**config.mk**
```make
export PLATFORM = sky130hd
export DESIGN_NAME = spi_reg_slave
export DESIGN_NICKNAME = d
export VERILOG_FILES = /design/src/rtl/spi_reg_slave.sv
export SDC_FILE = /design/constraint.sdc
export NUM_CORES = 1
export LEC_CHECK = 0
export BUFFER_PORTS_ARGS = -buffer_cell sky130_fd_sc_hd__buf_2
export CAP_MARGIN = 25
export CORE_AREA = 5 5 111 113
export CTS_CLUSTER_SIZE = 10
export DETAILED_ROUTE_END_ITERATION = 16
export DIE_AREA = 0 0 116 118
export GPL_TIMING_DRIVEN = 0
export MAX_ROUTING_LAYER = met4
export PLACE_DENSITY_LB_ADDON = 0.05
export SYNTH_ARGS = -nofsm -noshare
export SYNTH_HDL_FRONTEND = slang
export SYNTH_SLANG_ARGS = --single-unit
```
**constraint.sdc**
```tcl
create_clock -name clk -period 5.54 [get_ports clk]
set_clock_uncertainty 0.05 [all_clocks]
set_input_delay 0.554 -clock clk [delete_from_list [all_inputs] [get_ports clk]]
set_output_delay 0.554 -clock clk [all_outputs]
set_load 0.005 [all_outputs]
```
**src/rtl/spi_reg_slave.sv**
```systemverilog
// SPI mode-0 register-bank responder. Oversampled in the clk domain; nothing
// is clocked by spi_clk. Frames are 16 bits, MSB first: {W, addr[6:0], data[7:0]}.
// Writes commit at frame end; read data is shifted out on the data byte.
module spi_reg_slave #(
    parameter int         NREG        = 4,
    parameter logic [6:0] STATUS_ADDR = 7'h7F
) (
    input  logic              clk,
    input  logic              rst_n,
    input  logic              spi_clk,
    input  logic              spi_cs,
    input  logic              spi_mosi,
    output logic              dout,
    input  logic [7:0]        status,
    output logic [NREG*8-1:0] regs,
    output logic              wr_strobe,
    output logic [6:0]        wr_addr,
    output logic [7:0]        wr_data,
    output logic              frame_err
);

    localparam logic [7:0] NREG_W = 8'(NREG);

    // Synchronisers: [0] first stage, [1] synced value, [2] edge-detect history
    logic [2:0] r_sclk_sync;
    logic [2:0] r_cs_sync;
    logic [1:0] r_mosi_sync;

    logic [4:0]  r_bit_cnt;
    logic [15:0] r_rx;
    logic [7:0]  r_tx;
    logic [7:0]  r_regs [NREG];
    logic        r_wr_strobe;
    logic [6:0]  r_wr_addr;
    logic [7:0]  r_wr_data;
    logic        r_frame_err;

    logic        w_sclk_rise;
    logic        w_sclk_fall;
    logic        w_cs_fall;
    logic        w_cs_rise;
    logic        w_cs_active;
    logic [15:0] w_rx_next;
    logic [6:0]  w_hdr_addr;
    logic        w_hdr_write;
    logic [7:0]  w_rd_data;
    logic        w_load_tx;
    logic        w_shift_tx;
    logic        w_commit;
    logic        w_bad_len;

    // Bring the SPI pins into the clk domain; idle values are cs high, clk/mosi low
    always_ff @(posedge clk or negedge rst_n) begin
        if (!rst_n) begin
            r_sclk_sync <= 3'b000;
            r_cs_sync   <= 3'b111;
            r_mosi_sync <= 2'b00;
        end else begin
            r_sclk_sync <= {r_sclk_sync[1:0], spi_clk};
            r_cs_sync   <= {r_cs_sync[1:0], spi_cs};
            r_mosi_sync <= {r_mosi_sync[0], spi_mosi};
        end
    end

    assign w_sclk_rise = r_sclk_sync[1] & ~r_sclk_sync[2];
    assign w_sclk_fall = ~r_sclk_sync[1] & r_sclk_sync[2];
    assign w_cs_fall   = ~r_cs_sync[1] & r_cs_sync[2];
    assign w_cs_rise   = r_cs_sync[1] & ~r_cs_sync[2];
    assign w_cs_active = ~r_cs_sync[1];

    // Header decode, read-data mux and frame-end classification
    always_comb begin
        w_rx_next   = {r_rx[14:0], r_mosi_sync[1]};
        w_hdr_addr  = w_rx_next[6:0];
        w_hdr_write = w_rx_next[7];
        w_rd_data   = 8'h00;
        for (int i = 0; i < NREG; i++) begin
            w_rd_data = w_rd_data | ((w_hdr_addr == 7'(i)) ? r_regs[i] : 8'h00);
        end
        if (w_hdr_addr == STATUS_ADDR) begin
            w_rd_data = status;
        end else begin
            w_rd_data = w_rd_data;
        end
        w_load_tx  = w_sclk_rise & w_cs_active & (r_bit_cnt == 5'd7);
        w_shift_tx = w_sclk_fall & w_cs_active &
                     (r_bit_cnt >= 5'd9) & (r_bit_cnt <= 5'd15);
        w_commit   = w_cs_rise & (r_bit_cnt == 5'd16) & r_rx[15] &
                     ({1'b0, r_rx[14:8]} < NREG_W);
        w_bad_len  = w_cs_rise & (r_bit_cnt != 5'd0) & (r_bit_cnt != 5'd16);
    end

    // Receive shifter and saturating bit counter; a new frame discards the old one
    always_ff @(posedge clk or negedge rst_n) begin
        if (!rst_n) begin
            r_bit_cnt <= 5'd0;
            r_rx      <= 16'h0000;
        end else if (w_cs_fall) begin
            r_bit_cnt <= 5'd0;
            r_rx      <= 16'h0000;
        end else if (w_sclk_rise && w_cs_active) begin
            r_rx      <= w_rx_next;
            r_bit_cnt <= (r_bit_cnt == 5'd31) ? 5'd31 : r_bit_cnt + 5'd1;
        end
    end

    // Transmit shifter: loaded on rise 8, shifted on falls while count is 9..15
    always_ff @(posedge clk or negedge rst_n) begin
        if (!rst_n) begin
            r_tx <= 8'h00;
        end else if (w_cs_fall || w_cs_rise) begin
            r_tx <= 8'h00;
        end else if (w_load_tx) begin
            r_tx <= w_hdr_write ? 8'h00 : w_rd_data;
        end else if (w_shift_tx) begin
            r_tx <= {r_tx[6:0], 1'b0};
        end
    end

    // Register bank write and write-report outputs at frame end
    always_ff @(posedge clk or negedge rst_n) begin
        if (!rst_n) begin
            for (int i = 0; i < NREG; i++) begin
                r_regs[i] <= 8'h00;
            end
            r_wr_strobe <= 1'b0;
            r_wr_addr   <= 7'd0;
            r_wr_data   <= 8'h00;
        end else begin
            r_wr_strobe <= w_commit;
            if (w_commit) begin
                r_wr_addr <= r_rx[14:8];
                r_wr_data <= r_rx[7:0];
                for (int i = 0; i < NREG; i++) begin
                    if (r_rx[14:8] == 7'(i)) begin
                        r_regs[i] <= r_rx[7:0];
                    end
                end
            end
        end
    end

    // One-cycle error pulse when a frame closes with a bit count other than 0 or 16
    always_ff @(posedge clk or negedge rst_n) begin
        if (!rst_n) begin
            r_frame_err <= 1'b0;
        end else begin
            r_frame_err <= w_bad_len;
        end
    end

    genvar g;
    generate
        for (g = 0; g < NREG; g++) begin : g_regs_out
            assign regs[g*8 +: 8] = r_regs[g];
        end
    endgenerate

    assign dout      = r_tx[7];
    assign wr_strobe = r_wr_strobe;
    assign wr_addr   = r_wr_addr;
    assign wr_data   = r_wr_data;
    assign frame_err = r_frame_err;

endmodule

```
Word level (Yosys, flattened, before mapping)
Index checks and enable logic that the tools add are counted.

Reduce and logical (&&, ||, !) cells: 11. Order comparisons: 3. Eq/ne operators: 11. Mux-type cells: 14. Add/sub/neg operators: 1. Bitwise logic cells: 21.

Operator list (count): $mux 8 (9); $mux 16 (2); $eq 7x2->1 const B (4); $or 8x8->8 (3); $mux 5 (3); $and 1x1->1 (14); $eq 7x1->1 const B (2); $logic_not 7->1 (2); $eq 5x5->1 const B (2); $reduce_and 2->1 (4); $eq 7x7->1 const B (1); $lt 7x3->1 const B (1); $add 5x1->5 const B (1); $eq 5x3->1 const B (1); $ge 5x4->1 const B (1); $le 5x4->1 const B (1); $ne 5x5->1 const B (1); $reduce_bool 5->1 (1); $not 1->1 (4); $reduce_bool 3->1 (1); $reduce_bool 2->1 (1); $logic_and 1x1->1 (1); $logic_or 1x1->1 (1).

Output and inout port bits: 50. Flip-flop bits (word level): 86. Input port bits: 13. Logic and storage cells: 75.

Logic depth before layout (Yosys ltp)
Word-level depth: 9. Mapped depth: 8.

Worst setup path after synthesis
No wires, ideal clock.

Kind: flip-flop to flip-flop. Start point: register r_bit_cnt[0]. End point: register r_regs (netlist bit regs[10]). Path slack: 3.162 ns. Arrival: 2.203 ns. Buffers on the path: 1. Data required time: 5.365 ns. Cell stages (with the launch flop): 8. Path through: dfrtp_1 inv_1 ha_1 or3b_1 or3_1 buf_2 nor3b_4 mux2_2.

Longest elaborated chain between the ends: 5.

RTL lines: start: declaration (line 29) `logic [4:0] r_bit_cnt;`; start signal: assignment (line 103) `r_bit_cnt <= (r_bit_cnt == 5'd31) ? 5'd31 : r_bit_cnt + 5'd1;`; $eq 5x5->1 (line 88) `w_commit = w_cs_rise & (r_bit_cnt == 5'd16) & r_rx[15] &`; $and 1x1->1 (3 in series) (line 88); $reduce_and 2->1 (no source line); end signal: indexed assignment (line 136) `r_regs[i] <= r_rx[7:0];`; end: declaration (line 32) `logic [7:0] r_regs [NREG];`.

Every way passes these cells. A chain may end at the register's enable or synchronous reset.

Worst setup path in the final report
Start point: register r_bit_cnt[0]. End point: register r_regs (netlist bit regs[12]).

Same word-level chain as after synthesis.

==> flow_summary.yaml <==
setup_path:
  path_max_fanout: 8
  ff2ff_path_depth: 7
  worstSetupEndpointType: "flop"
  critical_path_class: "reg2reg"
  slowest_delay_ns: 0.59
  timing.rr.end: "regs[12]"
  cp-start-kind: "flop"
  cpMaxStageDelayCell: "nor3b_4"
  ff2ff_setup_slack_ns: 2.74
  startpoint: "r_bit_cnt[0]"
  worstPathCellList: "inv_1 -> ha_1 -> or3b_1 -> or3_1 -> buf_2 -> nor3b_4 -> mux2_2"
  arrival_ns: 2.96
  cp.required_ns: 5.70
  rr_startpoint: "r_bit_cnt[0]"
  endpoint: "regs[12]"
yosys:
  ys_top_cells_by_area: "dfrtp_1 (55%), mux2_2 (9.5%), nand2_1 (6.4%), mux4_2 (4.7%), a21oi_1 (3.3%)"
  synth_edf_count: 0
  synthMuxAreaShare: 0.142
  synth_compound_area_frac: 0.0830
  synthAdderAreaFrac: 0.0165
  synth_top_family_by_area: "simple AND/OR/NAND/NOR gates"
  synth_ff_type: "dfrtp_1"
  synthSimpleGateAreaFrac: 0.151
  ys_seq_area_frac: 0.568
  synth_xor_area_frac: 0
  syn_nets: 348
  ys_ff_latch: 86
  synth.distinct_cells: 38
  synth_top_area_cell: "dfrtp_1"
  async_reset_ff_frac: 1.00
  synth.top_cell.area_share: 0.547
  syn_inst: 330
  synthesis.area_um2: 3800
  syn-mean-instance-area_um2: 11.5
  yosysWarnings: 0
route:
  drt_iter0_drc: 159
  routed_via_density: 4.88
  wl_per_cell_um: 17.6
  vias: 2698
  drc: 0
  drtAntennaViolNets: 0
  drtPass1Iterations: 5
  drt-total-wl_mm: 9.72
timing:
  setup_viol: 0
  period_share: 0.505
  fmax_mhz: 357
  slew_viol_final: 0
  tns_ns: 0
  tightest_slew_ns: 0.844
  period_needed_ns: 2.80
  rsz0062_at_grt: "no"
  maxSlewHeadroom: 0.438
  hold_viol: 0
run:
  cap_viol_max_count: 0
pwr:
  leakage_nw: 2.25
  irDropWorstVdd_uv: 136
  powerDensity_nw_per_um2: 276
  power_mw: 1.27
cells_and_area:
  drive_gt1_frac: 0.322
  fillers: 1129
  postLayoutCoreUtil: 0.409
  nNetsFinal: 424
  diodes: 0
  syn_to_final_growth_pct: 20.8
  final_common_cell: "dfrtp_1"
  final_cell_mix: "dfrtp_1 (83), buf_2 (68), nand2_1 (65)"
global_route:
  grt_pass1_wl_mm: 15.9
  track_usage: 0.154
  grt_pass1_vias: 2786
  antenna_found_initial: 0
  grt_max_degree: 60
  overflow: 0
clock_network:
  clkSinkCount: 86
  h-tree-depth: 3
  clock_latency_ns: 0.33
  ctsResizeCount: 0
  cts-root-buf: "clkbuf_16"
  cts_tree: "built"
  post_cts_buffers: 0
  cts_buffer_depth: 2
  cts_made_buffers: 9
  cts.clk_slew.worst_paths_ns: 0.06
  cts_hold_buf: 0
status:
  status: "finished, final reports clean"
min_path:
  hp-class: "in2async"
die:
  fp-row-count: 39
  die_y_um: 118
  core_um2: 11200
  die_x_um: 116
  start_util: 0.338
  ios: 63
  dieArea_um2: 13700
place:
  port_buffers: 62
  globalplace.congestion: 0.728
  dp_hpwl_mm: 6.83
## cells by family after synthesis
family | Yosys count
and+or+nand+nor | 113
buffers and inverters | 38
DFF | 86
adders and majority gates | 5
muxes | 40
AOI/OAI and AO/OA | 48
## worst min-delay path by stage
stage                         startpoint              to  slack [ns]  cells past startpoint
after CTS                          rst_n      wr_addr[3]        0.11                      1
after global routing               rst_n      wr_addr[6]        0.12                      1
after detailed placement  r_sclk_sync[0]  r_sclk_sync[1]        0.29                      0
after floorplan                    rst_n       frame_err        0.21                      0
after global placement    r_sclk_sync[0]  r_sclk_sync[1]        0.28                      0
final                              rst_n      wr_addr[3]         0.1                      1
## layer usage
layer / part of all wire / global-route usage / routed length (um) / up-vias
met5: 0 / - / 0 / -
met4: 0.013 / 0.0515 / 125 / 0
met3: 0.037 / 0.0242 / 357 / 10
met2: 0.45 / 0.217 / 4390 / 51
met1: 0.50 / 0.225 / 4840 / 1325
li1: - / - / - / 1312
## state kept, by name, summed over array words and instances, names as in the netlist
signal       cells
wr_data          8
r_mosi_sync      2
regs            32
r_bit_cnt        5
r_tx             8
wr_strobe        1
wr_addr          7
r_rx            16
frame_err        1
r_cs_sync        3
r_sclk_sync      3
## worst max-delay path, delay by kind of cell (launching register included)
family / cells / cell delay (ns)
simple gates: 3 / 1.40
flops: 1 / 0.45
mux: 1 / 0.41
buf+inv: 2 / 0.25
fa+ha+maj: 1 / 0.13
## cell usage after synthesis, types with 2 or more instances
cell / n
o32a_1: 7
and2_1: 7
nand3_1: 8
mux4_2: 8
and3b_1: 2
nor2_1: 4
or3_1: 2
mux2_2: 32
ha_1: 5
nor4_1: 2
nand4b_1: 2
dfstp_2: 3
nor3_1: 3
and3_1: 2
nand2_1: 65
a31oi_1: 10
dfrtp_1: 83
inv_1: 13
clkbuf_1: 18
nand3b_1: 7
a21oi_1: 25
buf_2: 6
## report_power, final
part	switching (mW)	leakage, nW	internal, mW	total [mW]
combinational	0.0462	0.963	0.0270	0.0732
clock	0.243	0.121	0.300	0.543
sequential	0.00829	1.17	0.642	0.650
total	0.297	2.25	0.969	1.27
## per-stage QoR
step | std cells | hold WS (ns) | area (um^2) | worst slack [ns]
3_3_place_gp | 535 | 0.282 | 4290 | 2.70
6_report | 553 | 0.0967 | 4590 | 2.74
4_1_cts | 553 | 0.105 | 4590 | 2.71
5_1_grt | 553 | 0.124 | 4590 | 2.61
3_5_place_dp | 538 | 0.287 | 4330 | 2.73
2_1_floorplan | 330 | 0.208 | 3800 | 3.16
## layout make-up
type	count	area (um^2)	share of cell area
flip-flops and latches	86	2160	0.470
multi-input cells	206	1490	0.325
repair buffers	65	353	0.0769
clock buffers	11	233	0.0507
well taps	143	179	0.0390
plain buffers	25	103	0.0224
inverters	13	48.8	0.0106
clock inverters	4	25.0	0.00546
Power figures use the tool's default switching activity.
